**src/rtl/memory.sv**
```systemverilog
// memory: RV64 memory-access stage with bus handshake and load/store data formatting
module memory (
    input  logic        clk,
    input  logic        reset,
    input  logic        in_valid,
    input  logic [63:0] dataEAluout,
    input  logic [63:0] dataEMemdata,
    input  logic [4:0]  dataEDst,
    input  logic [31:0] dataERawInstr,
    input  logic        dataEMemread,
    input  logic        dataEMemwrite,
    input  logic [1:0]  dataEMsize,
    input  logic        dataEMemunsigned,
    output logic        in_ready,
    output logic        dreqValid,
    output logic [63:0] dreqAddr,
    output logic [1:0]  dreqSize,
    output logic [7:0]  dreqStrobe,
    output logic [63:0] dreqData,
    input  logic        drespAddrOk,
    input  logic        drespDataOk,
    input  logic [63:0] drespData,
    output logic        out_valid,
    output logic [63:0] dataMResult,
    output logic [4:0]  dataMDst,
    output logic        dataMMemread,
    output logic        dataMMemwrite,
    output logic [1:0]  dataMMsize,
    output logic        dataMMemunsigned,
    output logic [31:0] dataMRawInstr,
    output logic        dataMMisalign
);
    typedef enum logic {IDLE, BUS} stateType;

    stateType    state, nextState;
    logic [63:0] addr, memdata, raw, loadVal;
    logic [4:0]  dst;
    logic [31:0] rawInstr;
    logic        memread, memwrite, memunsigned;
    logic [1:0]  msize;
    logic [2:0]  off;
    logic [7:0]  sizeMask;
    logic        accept, isMem, misAligned, busDone, unusedAddrOk;

    assign unusedAddrOk = drespAddrOk;
    assign accept = in_valid && in_ready;
    assign isMem = dataEMemread || dataEMemwrite;
    assign busDone = (state == BUS) && drespDataOk;
    assign off = addr[2:0];

    // alignment of the incoming access, judged before any bus request is made
    always_comb misAligned = (dataEMsize == 2'd1) ? dataEAluout[0] :
                             (dataEMsize == 2'd2) ? |dataEAluout[1:0] :
                             (dataEMsize == 2'd3) ? |dataEAluout[2:0] : 1'b0;

    // store lane shifting and byte strobes, load lane extraction and extension
    always_comb begin
        sizeMask = (msize == 2'd0) ? 8'h01 : (msize == 2'd1) ? 8'h03 : (msize == 2'd2) ? 8'h0F : 8'hFF;
        dreqStrobe = memwrite ? sizeMask << off : 8'h00;
        dreqData = memdata << {off, 3'b000};
        raw = drespData >> {off, 3'b000};
        loadVal = (msize == 2'd0) ? {{56{~memunsigned & raw[7]}}, raw[7:0]} :
                  (msize == 2'd1) ? {{48{~memunsigned & raw[15]}}, raw[15:0]} :
                  (msize == 2'd2) ? {{32{~memunsigned & raw[31]}}, raw[31:0]} : raw;
    end

    // state register
    always_ff @(posedge clk or posedge reset) begin
        if (reset) state <= IDLE;
        else state <= nextState;
    end

    // only aligned memory accesses enter BUS; data_ok ends the transaction
    always_comb nextState = (state == IDLE) ? ((accept && isMem && !misAligned) ? BUS : IDLE) :
                            (drespDataOk ? IDLE : BUS);

    // handshake outputs decoded from state
    always_comb begin
        in_ready = (state == IDLE);
        dreqValid = (state == BUS);
    end

    // latched instruction and writeback result
    always_ff @(posedge clk or posedge reset) begin
        if (reset) begin
            addr <= '0;
            memdata <= '0;
            dst <= '0;
            rawInstr <= '0;
            memread <= 1'b0;
            memwrite <= 1'b0;
            msize <= '0;
            memunsigned <= 1'b0;
            out_valid <= 1'b0;
            dataMResult <= '0;
            dataMMisalign <= 1'b0;
        end else begin
            if (accept) begin
                addr <= dataEAluout;
                memdata <= dataEMemdata;
                dst <= dataEDst;
                rawInstr <= dataERawInstr;
                memread <= dataEMemread;
                memwrite <= dataEMemwrite;
                msize <= dataEMsize;
                memunsigned <= dataEMemunsigned;
                dataMResult <= isMem ? 64'd0 : dataEAluout;
                dataMMisalign <= isMem && misAligned;
            end else if (busDone) begin
                dataMResult <= memread ? loadVal : 64'd0;
            end
            out_valid <= (accept && (!isMem || misAligned)) || busDone;
        end
    end

    assign dreqAddr = addr;
    assign dreqSize = msize;
    assign dataMDst = dst;
    assign dataMMemread = memread;
    assign dataMMemwrite = memwrite;
    assign dataMMsize = msize;
    assign dataMMemunsigned = memunsigned;
    assign dataMRawInstr = rawInstr;
endmodule

```
**config.mk**
```make
export PLATFORM = sky130hd
export DESIGN_NAME = memory
export DESIGN_NICKNAME = d
export VERILOG_FILES = /design/src/rtl/memory.sv
export SDC_FILE = /design/constraint.sdc
export NUM_CORES = 1
export LEC_CHECK = 0
export CORE_AREA = 2 2 190 192
export CTS_CLUSTER_DIAMETER = 100
export CTS_CLUSTER_SIZE = 8
export DETAILED_ROUTE_END_ITERATION = 8
export DIE_AREA = 0 0 192 194
export GPL_TIMING_DRIVEN = 0
export PLACE_DENSITY = 0.8
export RECOVER_POWER = 50
export SETUP_SLACK_MARGIN = 0.4
export SYNTH_ARGS = -nofsm -noshare
export SYNTH_HDL_FRONTEND = slang
export SYNTH_SLANG_ARGS = --single-unit
```
**constraint.sdc**
```tcl
create_clock -name clk -period 11.3 [get_ports clk]
set_clock_uncertainty 0.15 [all_clocks]
set_input_delay 3.39 -clock clk [delete_from_list [all_inputs] [get_ports clk]]
set_output_delay 3.39 -clock clk [all_outputs]
set_load 0.01 [all_outputs]
```
Word level (Yosys, flattened, before mapping)
Index checks and enable logic that the tools add are counted.
W data, S select, Z words.
Word-level totals
  bits in registers: 237
  memory bits (writable): 0
  bits in read-only memories: 0
  word-level logic and storage cells: 57
  memories kept: 0
  latch bits: 0
  bits of input ports: 239
  output and inout port bits: 248
Cells by class
  muxes and demuxes: 17
  $add $sub $neg: 0
  shift operators: 3
  equality and inequality tests: 5
  reduce and logical (&&, ||, !) cells: 15
  $mul: 0
  divide/modulo/power cells: 0
  bitwise logic cells: 5
  magnitude comparators: 0
Operators by type and width (count)
  $mux W64: 7
  $shl A64 B6 Y64: 1
  $shr A64 B6 Y64: 1
  $mux W8: 4
  $shl A8 B3 Y8: 1
  $eq A2 B2 Y1 const B: 3
  $logic_and A1 B1 Y1: 6
  $mux W1: 6
  $eq A2 B1 Y1 const B: 2
  $and A1 B1 Y1: 3
  $logic_or A1 B1 Y1: 3
  $reduce_or A3 Y1: 1
  $logic_not A1 Y1: 2
  $logic_not A2 Y1: 1
  $not A1 Y1: 2
  $reduce_bool A2 Y1: 1
  $reduce_or A2 Y1: 1

Logic depth before layout (Yosys ltp)
  depth in word-level cells: 8
  mapped depth: 9
  gate-level depth less buffers: 5

Worst setup path before layout
Ideal clock, no wire load.
  path kind: register to output
  start: register addr[1] (netlist: dreqAddr[1])
  end: output port dreqStrobe[7]
  required time: 7.760 ns
  path buffers: 5
  cell stages (with the launch flop): 10
  arrival time: 2.151 ns
  slack: 5.609 ns
  cells stage by stage: dfrtp_1 buf_4 buf_8 buf_2 buf_2 buf_2 clkinv_1 nor2_1 nor2_1 nor3b_1
Between the ends
  word-level cells in the longest chain between the ends: 2
Ends and longest elaborated chain
  start, declared: line 36  | logic [63:0] addr, memdata, raw, loadVal;
  start signal, assigned: line 99  | addr <= dataEAluout;
  $shl A8 B3 Y8: line 59  | dreqStrobe = memwrite ? sizeMask << off : 8'h00;
  $mux W8: line 59
  end, declared: line 18  | output logic [7:0] dreqStrobe,
Every way passes these cells.

Worst setup path after layout
  start: register addr[2] (netlist: dreqAddr[2])
  end: output port dreqData[26]
Between the ends
  word-level cells in the longest chain between the ends: 1
Ends and longest elaborated chain
  $shl A64 B6 Y64: line 60  | dreqData = memdata << {off, 3'b000};
  end, declared: line 19  | output logic [63:0] dreqData,
Every way passes these cells.

==> out/results.ini <==
[run_status]
run_status = finished with violations
violations = max-capacitance violations, max-slew violations

[clock_network]
cts.sinks = 237
cts_tree = built
clock_path_buffers = 3
cts_resized = 0
cts-root-buf = clkbuf_16
cts_setup_buffers = 0
cts-hold-fix-buffers = 0
cts.clk_slew.worst_paths_ps = 60
clock_latency_ps = 520
cts_made_buffers = 35
htree_num_levels = 2

[yosys]
synth_nets = 1834
synth_area_sq_mm = 0.0134
ys_warn_count = 0
ys.flop_type = dfrtp_1
ys_ff_latch = 237
synth_area_per_cell_sq_um = 8.39
yosysUniqueCellTypes = 43
async_reset_ff_share_pct = 100
synth-edff-count = 0
seq_area_frac_synth_pct = 44.3
syn-instance-count = 1595

[timing]
fin_crit_ps = 8040
fin_crit_sh_pct = 71.2
grt_setup_unrepaired = false
worstMarginPinSlew_ps = 5400
slew_headroom_pct = -260
final-setup-viol-count = 0
slew_viol_final = 122
fmax_mhz = 124
hold_violations = 0

[routing]
wirelength_mm = 63.9
post_drt_wl_per_cell_um = 24.7
first_pass_iters = 6
via_per_inst = 5.62
postRouteAntennaNets = 0
drtIter0Drc = 1159
drc = 0
via_count = 14529

[floorplanning]
core-area_sq_mm = 0.0352
rows = 69
start_util_pct = 38.0
die_width_um = 192
die-area_sq_mm = 0.0372
die_h_um = 194
io_pins = 487

[placement]
place_hpwl_mm = 49.1
dpl_cell_area_sq_mm = 0.0188
port_buffers = 485
gp_congestion = 0.997

[worst_setup_path]
endpoint_kind = primary output
rrSetupSlack_ps = 7670
critPathKind = reg2out
crit_buf_inv = 6
worst_path_max_delay_cell = clkbuf_1
crit_fanout = 10
worstPathArrival_ps = 4500
cpMostUsedCell = clkbuf_1
critPathRequiredTime_ps = 7760
crit_chain = buf_2, clkbuf_1, clkbuf_1, clkbuf_1, buf_1, a211oi_1, clkdlybuf4s50_1
worstSetupStartpointType = flip-flop
critical-path-max-stage-delay_ps = 790
cp_top_family = buffers and inverters

[global_routing]
grt.total_usage_pct = 33.7
grt_max_degree = 122
globalRouteOverflowTotal = 0
grt_pass1_vias = 14818
grt_first_pass_wirelength_mm = 93.5
antenna_found_initial = 5

[power]
power_density_mw_per_mm2 = 177
leakage_uw = 0.00888
peakVddDrop_v = 0.000115
power_uw = 3510

[finish]
layout-drive-gt1-share_pct = 6.42
syn_to_final_growth_pct = 47.9
seqCellArea_sq_mm = 0.00593
utilization_pct = 56.2
multi_input_area_sq_mm = 0.00689
final_cell_mix = nand2_1, clkdlybuf4s50_1, dfrtp_1
layout_commonest_cell = nand2_1
final_cell_area_sq_mm = 0.0198
nFillCells = 3159
num-nets-final = 2357

[hold_path]
hold_class = reg2reg

[flow_run]
maxCapViolCount = 1

## kinds of logic after synthesis
| kind of cell | after synthesis | synth area share [%] |
|---|---|---|
| and+or+nand+nor | 752 | 22.7 |
| AOI/OAI and AO/OA | 309 | 14.2 |
| DFF | 237 | 44.3 |
| muxes | 163 | 14.5 |
| buffers and inverters | 134 | 4.22 |
## report_power, final
group / total (uW) / internal (uW) / switching [uW] / leakage (uW)
Combinational: 1440 / 645 / 791 / 0.00548
Clock: 935 / 561 / 374 / 0.000459
Sequential: 1140 / 1000 / 132 / 0.00294
## worst min-delay path, cell delays in order, from the launching register on
cell	delay (ps)
dfrtp_1	330
nand2_1	50
nand2_1	50
## through the flow
stage | setup WS (ps) | std cells | TNS, ps | hold WS [ps]
global route | 2810 | 2584 | 0 | 340
detailed placement | 3880 | 2542 | 0 | 312
CTS | 3300 | 2581 | 0 | 325
floorplan | 1260 | 1595 | 0 | 292
finish | 3260 | 2585 | 0 | 315
global placement | -1650 | 2541 | -382970 | 306
## worst paths after layout
| path | startpoint | endpoint | cells after the start |
|---|---|---|---|
| min | dreqAddr[10] | dreqAddr[10] | 2 |
| min in group asynchronous | reset | memdata[59] | 2 |
| min reg2reg | dreqAddr[10] | dreqAddr[10] | 2 |
| max in group asynchronous | reset | dreqAddr[50] | 2 |
| max | dreqAddr[2] | dreqData[26] | 7 |
| max reg2reg | dreqAddr[2] | dreqAddr[2] | 7 |
## Yosys cell counts, types with 5 or more instances
master | n | area, sq um
a211oi_1 | 29 | 218
a21oi_1 | 65 | 325
a21oi_2 | 10 | 87.6
a22oi_1 | 39 | 293
a2bb2oi_1 | 8 | 70.1
a31oi_1 | 23 | 144
and2_1 | 10 | 62.6
buf_1 | 9 | 33.8
buf_2 | 19 | 95.1
buf_4 | 5 | 37.5
clkbuf_1 | 94 | 353
dfrtp_1 | 237 | 5930
mux2_2 | 29 | 327
mux2i_1 | 112 | 1120
mux4_2 | 22 | 495
nand2_1 | 560 | 2100
nand3b_1 | 7 | 52.6
nand4_1 | 19 | 119
nor2_1 | 114 | 428
nor2b_1 | 24 | 150
o21a_1 | 5 | 37.5
o21ai_0 | 100 | 500
o22ai_1 | 18 | 113
## cell type report
type                            count  area share [%]
Buffer                            129            2.76
Clock inverter                      3           0.152
Multi-Input combinational cell   1224            34.8
Inverter                            5           0.101
Clock buffer                       36            4.55
Antenna cell                        4          0.0506
Tap cell                          461            2.92
Sequential cell                   237            30.0
Timing Repair Buffer              486            24.7
## per-layer routing
metal | share of wire (%) | vias up | global-route usage (%)
met2 | 48 | 880 | 57.2
li1 | - | 6456 | -
met5 | 0.020 | - | 0
met4 | 4.5 | 2 | 14.4
met3 | 9.9 | 172 | 8.16
met1 | 37 | 7019 | 40.6
## sequential cells by signal, summed over array words and instances (netlist names)
| register | cells |
|---|---|
| dataMMemread | 1 |
| dataMResult | 64 |
| dreqValid | 1 |
| dataMMemwrite | 1 |
| dataMDst | 5 |
| dreqAddr | 64 |
| dataMMisalign | 1 |
| memdata | 64 |
| dataMMsize | 2 |
| out_valid | 1 |
| dataMMemunsigned | 1 |
| dataMRawInstr | 32 |
No activity file was read; power rests on OpenSTA's default activity.
